<file path="src/rtl/alu_pkg.sv">
`timescale 1ns/1ps
// Shared ALU definitions: control codes, FSM state encoding, code classification helpers.
// Latency: n/a (declarations only).
// Backpressure: n/a.
package alu_pkg;

    // ALU control codes, shared with the ALU control decoder
    localparam logic [3:0] ALU_AND  = 4'b0000;
    localparam logic [3:0] ALU_OR   = 4'b0001;
    localparam logic [3:0] ALU_ADD  = 4'b0010;
    localparam logic [3:0] ALU_XOR  = 4'b0011;
    localparam logic [3:0] ALU_SLL  = 4'b0100;
    localparam logic [3:0] ALU_SRL  = 4'b0101;
    localparam logic [3:0] ALU_SUB  = 4'b0110;
    localparam logic [3:0] ALU_SLT  = 4'b0111;
    localparam logic [3:0] ALU_SLTU = 4'b1000;
    localparam logic [3:0] ALU_SRA  = 4'b1001;

    typedef enum logic [1:0] {
        ST_IDLE  = 2'd0,
        ST_SHIFT = 2'd1,
        ST_DONE  = 2'd2
    } state_t;

    function automatic logic is_shift(input logic [3:0] code);
        return (code == ALU_SLL) || (code == ALU_SRL) || (code == ALU_SRA);
    endfunction

    // Codes 1010..1111 are unassigned
    function automatic logic is_legal(input logic [3:0] code);
        return code <= ALU_SRA;
    endfunction

endpackage

</file>
<file path="src/rtl/alu_comb_core.sv">
`timescale 1ns/1ps
// Single-cycle ALU ops: AND/OR/XOR/ADD/SUB/SLT/SLTU; shift and illegal codes yield 0.
// Latency: purely combinational.
// Backpressure: none; the caller registers the result.
// Ports: ctrl (control code), op_a/op_b (operands), res (combinational result).
module alu_comb_core
    import alu_pkg::*;
#(
    parameter int XLEN = 32
) (
    input  logic [3:0]      ctrl,
    input  logic [XLEN-1:0] op_a,
    input  logic [XLEN-1:0] op_b,
    output logic [XLEN-1:0] res
);

    logic slt_bit;
    logic sltu_bit;

    assign slt_bit  = $signed(op_a) < $signed(op_b);
    assign sltu_bit = op_a < op_b;

    always_comb begin
        res = '0;
        case (ctrl)
            ALU_AND:  res = op_a & op_b;
            ALU_OR:   res = op_a | op_b;
            ALU_XOR:  res = op_a ^ op_b;
            ALU_ADD:  res = op_a + op_b;
            ALU_SUB:  res = op_a - op_b;
            ALU_SLT:  res = {{(XLEN-1){1'b0}}, slt_bit};
            ALU_SLTU: res = {{(XLEN-1){1'b0}}, sltu_bit};
            default:  res = '0;
        endcase
    end

endmodule

</file>
<file path="src/rtl/alu_seq_exec.sv">
`timescale 1ns/1ps
// Multi-cycle EX unit: one-cycle logic/arith/compare, serial one-bit-per-cycle shifts.
// Latency: 1 cycle accept->out_valid; shifts take 1+shamt cycles.
// Backpressure: result held in DONE until out_ready; no accept outside IDLE (max 1 op / 2 cycles).
// Ports: clk/reset; in_valid/in_ready + ctrl/op_a/op_b request side;
//        out_valid/out_ready + result/zero/illegal response side.
module alu_seq_exec
    import alu_pkg::*;
#(
    parameter int XLEN = 32
) (
    input  logic            clk,
    input  logic            reset,
    input  logic            in_valid,
    output logic            in_ready,
    input  logic [3:0]      ctrl,
    input  logic [XLEN-1:0] op_a,
    input  logic [XLEN-1:0] op_b,
    output logic            out_valid,
    input  logic            out_ready,
    output logic [XLEN-1:0] result,
    output logic            zero,
    output logic            illegal
);

    localparam int SHW = $clog2(XLEN);
    localparam logic [SHW-1:0] CNT_ONE = {{(SHW-1){1'b0}}, 1'b1};

    state_t            state;
    logic [XLEN-1:0]   result_q;
    logic              illegal_q;
    logic              out_valid_q;
    logic [SHW-1:0]    cnt;
    logic              shift_left;
    logic              shift_arith;

    logic [XLEN-1:0]   core_res;
    logic [XLEN-1:0]   shift_next;
    logic [SHW-1:0]    shamt;
    logic              fill_bit;

    alu_comb_core #(.XLEN(XLEN)) u_core (
        .ctrl (ctrl),
        .op_a (op_a),
        .op_b (op_b),
        .res  (core_res)
    );

    // Only the low SHW bits of op_b matter for shifts
    assign shamt = op_b[SHW-1:0];

    // Working register is the result register itself; SRA replicates the sign bit
    assign fill_bit   = shift_arith & result_q[XLEN-1];
    assign shift_next = shift_left ? {result_q[XLEN-2:0], 1'b0}
                                   : {fill_bit, result_q[XLEN-1:1]};

    always_ff @(posedge clk or posedge reset) begin
        if (reset) begin
            state       <= ST_IDLE;
            result_q    <= '0;
            illegal_q   <= 1'b0;
            out_valid_q <= 1'b0;
            cnt         <= '0;
            shift_left  <= 1'b0;
            shift_arith <= 1'b0;
        end else begin
            case (state)
                ST_IDLE: begin
                    if (in_valid) begin
                        illegal_q <= !is_legal(ctrl);
                        if (!is_legal(ctrl)) begin
                            result_q    <= '0;
                            out_valid_q <= 1'b1;
                            state       <= ST_DONE;
                        end else if (is_shift(ctrl)) begin
                            result_q    <= op_a;
                            cnt         <= shamt;
                            shift_left  <= (ctrl == ALU_SLL);
                            shift_arith <= (ctrl == ALU_SRA);
                            if (shamt == '0) begin
                                out_valid_q <= 1'b1;
                                state       <= ST_DONE;
                            end else begin
                                state       <= ST_SHIFT;
                            end
                        end else begin
                            result_q    <= core_res;
                            out_valid_q <= 1'b1;
                            state       <= ST_DONE;
                        end
                    end
                end
                ST_SHIFT: begin
                    result_q <= shift_next;
                    cnt      <= cnt - CNT_ONE;
                    // Counter hits zero with this step: the result is final
                    if (cnt == CNT_ONE) begin
                        out_valid_q <= 1'b1;
                        state       <= ST_DONE;
                    end
                end
                ST_DONE: begin
                    if (out_ready) begin
                        out_valid_q <= 1'b0;
                        state       <= ST_IDLE;
                    end
                end
                default: begin
                    out_valid_q <= 1'b0;
                    state       <= ST_IDLE;
                end
            endcase
        end
    end

    assign in_ready  = (state == ST_IDLE);
    assign out_valid = out_valid_q;
    assign result    = result_q;
    assign zero      = (result_q == '0);
    assign illegal   = illegal_q;

endmodule

</file>
<file path="config.mk">
export PLATFORM = sky130hd
export DESIGN_NAME = alu_seq_exec
export DESIGN_NICKNAME = d
export VERILOG_FILES = /design/src/rtl/alu_pkg.sv /design/src/rtl/alu_comb_core.sv /design/src/rtl/alu_seq_exec.sv
export SDC_FILE = /design/constraint.sdc
export NUM_CORES = 1
export LEC_CHECK = 0
export CAP_MARGIN = 20
export CELL_PAD_IN_SITES_DETAIL_PLACEMENT = 1
export CELL_PAD_IN_SITES_GLOBAL_PLACEMENT = 1
export CORE_ASPECT_RATIO = 1.2
export CORE_MARGIN = 2
export CORE_UTILIZATION = 44
export CTS_CLUSTER_SIZE = 25
export DETAILED_ROUTE_END_ITERATION = 6
export HOLD_SLACK_MARGIN = 0.08
export PLACE_DENSITY = 0.88
export SETUP_SLACK_MARGIN = 0.2
export SLEW_MARGIN = 20
export SYNTH_ARGS = -nofsm -noshare
export SYNTH_HDL_FRONTEND = slang
export SYNTH_SLANG_ARGS = --single-unit
</file>
<file path="constraint.sdc">
create_clock -name clk -period 5.5 [get_ports clk]
set_input_delay 0.55 -clock clk [delete_from_list [all_inputs] [get_ports clk]]
set_output_delay 0.55 -clock clk [all_outputs]
set_load 0.005 [all_outputs]
</file>
# == After elaboration in Yosys (flattened, before gate mapping) ==
# Cells that the tools add are included.
# word_totals
register_bits,43
in_bits,72
# op_classes
n_addsub,3
n_lt_le_gt_ge,3
n_eq_ne,18
mux,24
bitwise,4
reduce_logical,14
# op_table
cell,n
case mux 32 bit (7 select lines),1
two-way mux 32 bit,4
< comparator 32 bit,2
case mux 32 bit (2 select lines),1
adder 32 bit,1
AND 32 bit,1
logical NOT 32 bit,1
OR 32 bit,1
subtractor 32 bit,1
XOR 32 bit,1
"equality test 4 x 3 -> 1 bit, second input constant",4
two-way mux 5 bit,3
two-way mux 2 bit,6
AND reduction 4 bit,3
case mux 5 bit (2 select lines),1
"equality test 4 x 2 -> 1 bit, second input constant",2
"equality test 4 bit, second input constant",2
two-way mux 1 bit,6
"!= test 2 bit, second input constant",3
case mux 2 bit (3 select lines),1
"equality test 5 x 1 -> 1 bit, second input constant",1
logical NOT 5 bit,1
"subtractor 5 x 1 -> 5 bit, second input constant",1
"equality test 4 x 1 -> 1 bit, second input constant",1
14 further kinds,17

# == Depth between registers and ports, before layout ==
# logic_depth
word_depth,7
ltp_mapped,13
depth_no_buf,13

# == Hierarchy ==
# Synthesis repeated with hierarchy kept, for this count alone.
# hier_totals
cells_unflattened,1106
area_unflattened_um2,8097.8
# by_module_without_submodules
module,instances,cells_per_inst,area_per_inst_um2,seq_area_each_um2
alu_comb_core,1,793,5132.4,0.0
alu_seq_exec,1,313,2965.3,1076.0

# == Least setup slack after synthesis ==
# OpenSTA, ideal clock, no wires.
# synth_timing
kind,input port to flip-flop
from,input port op_b[6]
to,register result_q[23] (netlist: result[23])
setup_ns,0.137
t_arrival_ns,2.798
required_time_ns,5.363
path_slack_ns,2.564
stages,12
path_buffers,1
cell_sequence,inv_1 > ha_1 > buf_2 > nor2b_1 > a2111oi_4 > a21oi_2 > a31oi_4 > o211ai_2 > a221o_1 > a21o_1 > a2111oi_2 > nor3_1
# synth_between
elab_chain_len,6
# synth_rtl
element,line,rtl
start: declaration,alu_seq_exec.sv:18,"input logic [XLEN-1:0] op_b,"
subtractor 32 bit / adder 32 bit (equally long branches),"alu_comb_core.sv:30, alu_comb_core.sv:29",
case mux 32 bit (7 select lines) *,alu_comb_core.sv:25,case (ctrl)
two-way mux 32 bit *,alu_seq_exec.sv:75,end else if (is_shift(ctrl)) begin
two-way mux 32 bit *,alu_seq_exec.sv:71,if (!is_legal(ctrl)) begin
two-way mux 32 bit *,alu_seq_exec.sv:69,if (in_valid) begin
case mux 32 bit (2 select lines) *,alu_seq_exec.sv:67,case (state)
end signal: assignment,alu_seq_exec.sv:76,result_q <= op_a;
end signal: assignment,alu_seq_exec.sv:87,result_q <= core_res;
end signal: assignment,alu_seq_exec.sv:94,result_q <= shift_next;
end: declaration,alu_seq_exec.sv:30,logic [XLEN-1:0] result_q;
# Mark *: on every way between the ends. The rest lies on a longest branch, timed or not. The select of a mux whose other input is x is not followed.
# A chain may end at the register's enable or synchronous reset.

# == Worst setup path after layout ==
# layout_timing
from,input port op_b[1]
to,register result_q[23] (netlist: result[23])
# The elaborated chain is that of the path after synthesis.

==> results.yml <==
die:
  die_width_um: 124.7
  dieArea_um2: 18560
  die_h_um: 148.8
  io_pins: 108
  fp-row-count: 52
  coreArea_um2: 16980
  start_util: 0.4529
synthesis:
  yosys.cell_count.top_type: "a21oi_1"
  yosys_most_used_dff: "dfrtp_1"
  syn_area_per_cell_um2: 7.050
  netlist_area_um2: 7691
  synth_top_area_cell: "ha_1"
  yosysWarnings: 0
  synth-seq-cells: 43
  synth_area_leaders: "ha_1, dfrtp_1, a21oi_1, nor2_1, inv_1"
  syn_nets: 1266
  async_flop_share: 1.000
  synth_top_area_frac: 0.1643
  synth_common_cells: "a21oi_1, nor2_1, inv_1"
  ys_types: 72
  synthCells: 1091
  ys_seq_area_frac: 0.1399
  synth_edf_count: 0
cells_and_area:
  postLayoutCoreUtil: 0.5301
  n_antenna_cell: 0
  syn_to_final_growth_pct: 17.03
  fin_nets: 1320
  layout-drive-gt1-share: 0.04712
  finalNonFillerCells: 1362
timing:
  fin_crit_sh: 0.7437
  drv_slew: 0
  tns_ns: 0
  final-setup-viol-count: 0
  fmax_ghz: 0.2445
  rsz0062_at_grt: "false"
  tightest_slew_ns: 0.9476
  relSlewSlack: 0.3682
  period_needed_ns: 4.091
  hold_viol_final: 0
  fin_worst_skew_ns: 0.009797
clock_tree:
  insertion_delay_ns: 0.31
  cts_tree: "yes"
  path_clk_slew_ns: 0.07
  cts_made_buffers: 5
  cts_sinks: 43
  ctsResizeCount: 0
  htreeDepth: 2
  clockBufferDepth: 2
  hold_buffers: 0
  clockRootBuffer: "clkbuf_16"
  postCtsSetupRepairBufs: 0
global_route:
  grt_pass1_vias: 8964
  track_usage: 0.3233
  grt_overflow: 0
  grt_pass1_wl_um: 48670
  antenna_found_initial: 0
  grt_max_degree: 44
drt:
  detail-route-antenna-nets: 0
  vias_per_cell: 6.569
  drc: 0
  first_pass_iters: 6
  routed_wl_um: 30690
  vias: 8947
  avgRoutedWirePerCell_um: 22.53
  drt_iter0_drc: 750
worst_setup_path:
  crit_buf_inv: 2
  critPathLaunchType: "primary input"
  path_cells: "clkdlybuf4s50_1 > inv_1 > ha_1 > a211oi_1 > o211ai_1 > a221oi_1 > a211oi_1 > o21ai_1 > o21bai_1 > a2111oi_0 > nor3_1"
  critical_path.max_stage_delay_ns: 0.64
  slowest_stage: "a221oi_1"
  crit_required_ns: 5.67
  critPathArrivalTime_ns: 4.26
  crit_path_frequent_cell: "a211oi_1"
  worst-path-max-fanout: 5
  crit_type: "in2reg"
  critPathCaptureType: "flop"
  cpLargestDelayFamily: "compound AO/OA/AOI/OAI gates"
flow_run:
  max_cap_violations: 0
placed_design:
  gp_congestion: 0.9257
  place_inst: 1354
  place_hpwl_um: 23040
  io_buffers: 107
outcome:
  outcome: "finished, final reports clean"
power_and_ir_drop:
  p_seq_frac: 0.289
  leakage_nw: 3.868
  cellPowerDensity_nw_per_um2: 267.3
  p_sw_frac: 0.4679
  clockPowerShare: 0.137
  p_int_mw: 1.280
  peakVddDrop_v: 0.0001290
  combPwrFrac: 0.574
  power.switching_mw: 1.126
hold_path:
  hold_path.class: "reg2reg"
## routing by layer
layer | up-vias | wire length [um] | GRT usage
met3 | 78 | 2014 | 0.03479
li1 | 4069 | - | -
met1 | 4389 | 12710 | 0.4160
met4 | 0 | 1084 | 0.1337
met5 | - | 0 | 0
met2 | 411 | 14880 | 0.5541
## sequential cells by signal, summed over array words and instances, names as in the netlist
name	count
illegal	1
out_valid	1
shift_arith	1
result	32
cnt	5
shift_left	1
state	2
## power groups by stage
stage | combinational [mW] | sequential [mW] | clock, mW
floorplan | 0.823 | 0.592 | 0
global placement | 1.31 | 0.682 | 0
detailed placement | 1.35 | 0.688 | 0
CTS | 1.36 | 0.684 | 0.327
global route | 1.49 | 0.708 | 0.340
finish | 1.38 | 0.695 | 0.330
## path summary, 6_finish.rpt
| path | to | cells after the start | startpoint | slack [ns] |
|---|---|---|---|---|
| max in group asynchronous | result[28] | 2 | reset | 4.27 |
| setup / recovery | result[23] | 11 | op_b[1] | 1.41 |
| min in group asynchronous | out_valid | 2 | reset | 0.72 |
| hold reg to reg | out_valid | 2 | out_valid | 0.50 |
| hold / removal | out_valid | 2 | out_valid | 0.50 |
| setup reg to reg | result[2] | 7 | state[1] | 2.26 |
## stage by stage
step	total power, mW	instance area [um2]	hold slack [ns]	worst slack [ns]
floorplan	1.414	7691	0.4681	2.564
global placement	1.994	8845	0.4653	1.311
detailed placement	2.041	8845	0.4918	1.202
CTS	2.374	9000	0.5075	1.474
global route	2.538	9001	0.5609	1.163
finish	2.406	9001	0.4995	1.409
## cells by family after synthesis
kind of cell | Yosys count | share of synthesized area
AOI/OAI and AO/OA | 401 | 0.3465
xor gates and xnor gates | 14 | 0.01594
adders and majority gates | 103 | 0.1695
buffers and inverters | 180 | 0.09143
DFF | 43 | 0.1399
muxes | 35 | 0.04653
and+or+nand+nor | 315 | 0.1902
## cells in the final DEF (no fill, tap or decap), types with 9 or more instances in the layout
cell type          n
a21oi_1          128
nor2_1           108
clkdlybuf4s50_1  107
inv_1            104
ha_1             101
nand2_1           73
o21ai_0           73
dfrtp_1           43
nor3_1            31
mux2i_1           29
a31oi_1           22
a221oi_1          21
nand3_1           19
o211ai_1          16
a211oi_1          15
nor4_1            15
nand4_1           13
xnor2_1           13
a21o_1            12
o21bai_1          12
nor2b_1           12
buf_4             12
o31ai_1           11
a221o_1           10
o22ai_1           10
a2111oi_0          9
## worst reg2reg max path, stage by stage, from the launching register on
cell	delay, ns
dfrtp_1	0.56
nand2b_1	0.79
nand2_1	0.81
a21oi_1	0.43
o21ai_0	0.12
o21ai_0	0.11
nor2_1	0.08
a221oi_1	0.24
## final cells by class
type / instances / area (um2)
Fill cell: 2159 / 7980
Clock inverter: 2 / 16.27
Clock buffer: 6 / 138.9
Tap cell: 216 / 270.3
Timing Repair Buffer: 119 / 1161
Multi-Input combinational cell: 868 / 5932
Sequential cell: 43 / 1076
Inverter: 108 / 406.6
No activity file was read; power rests on OpenSTA's default activity.
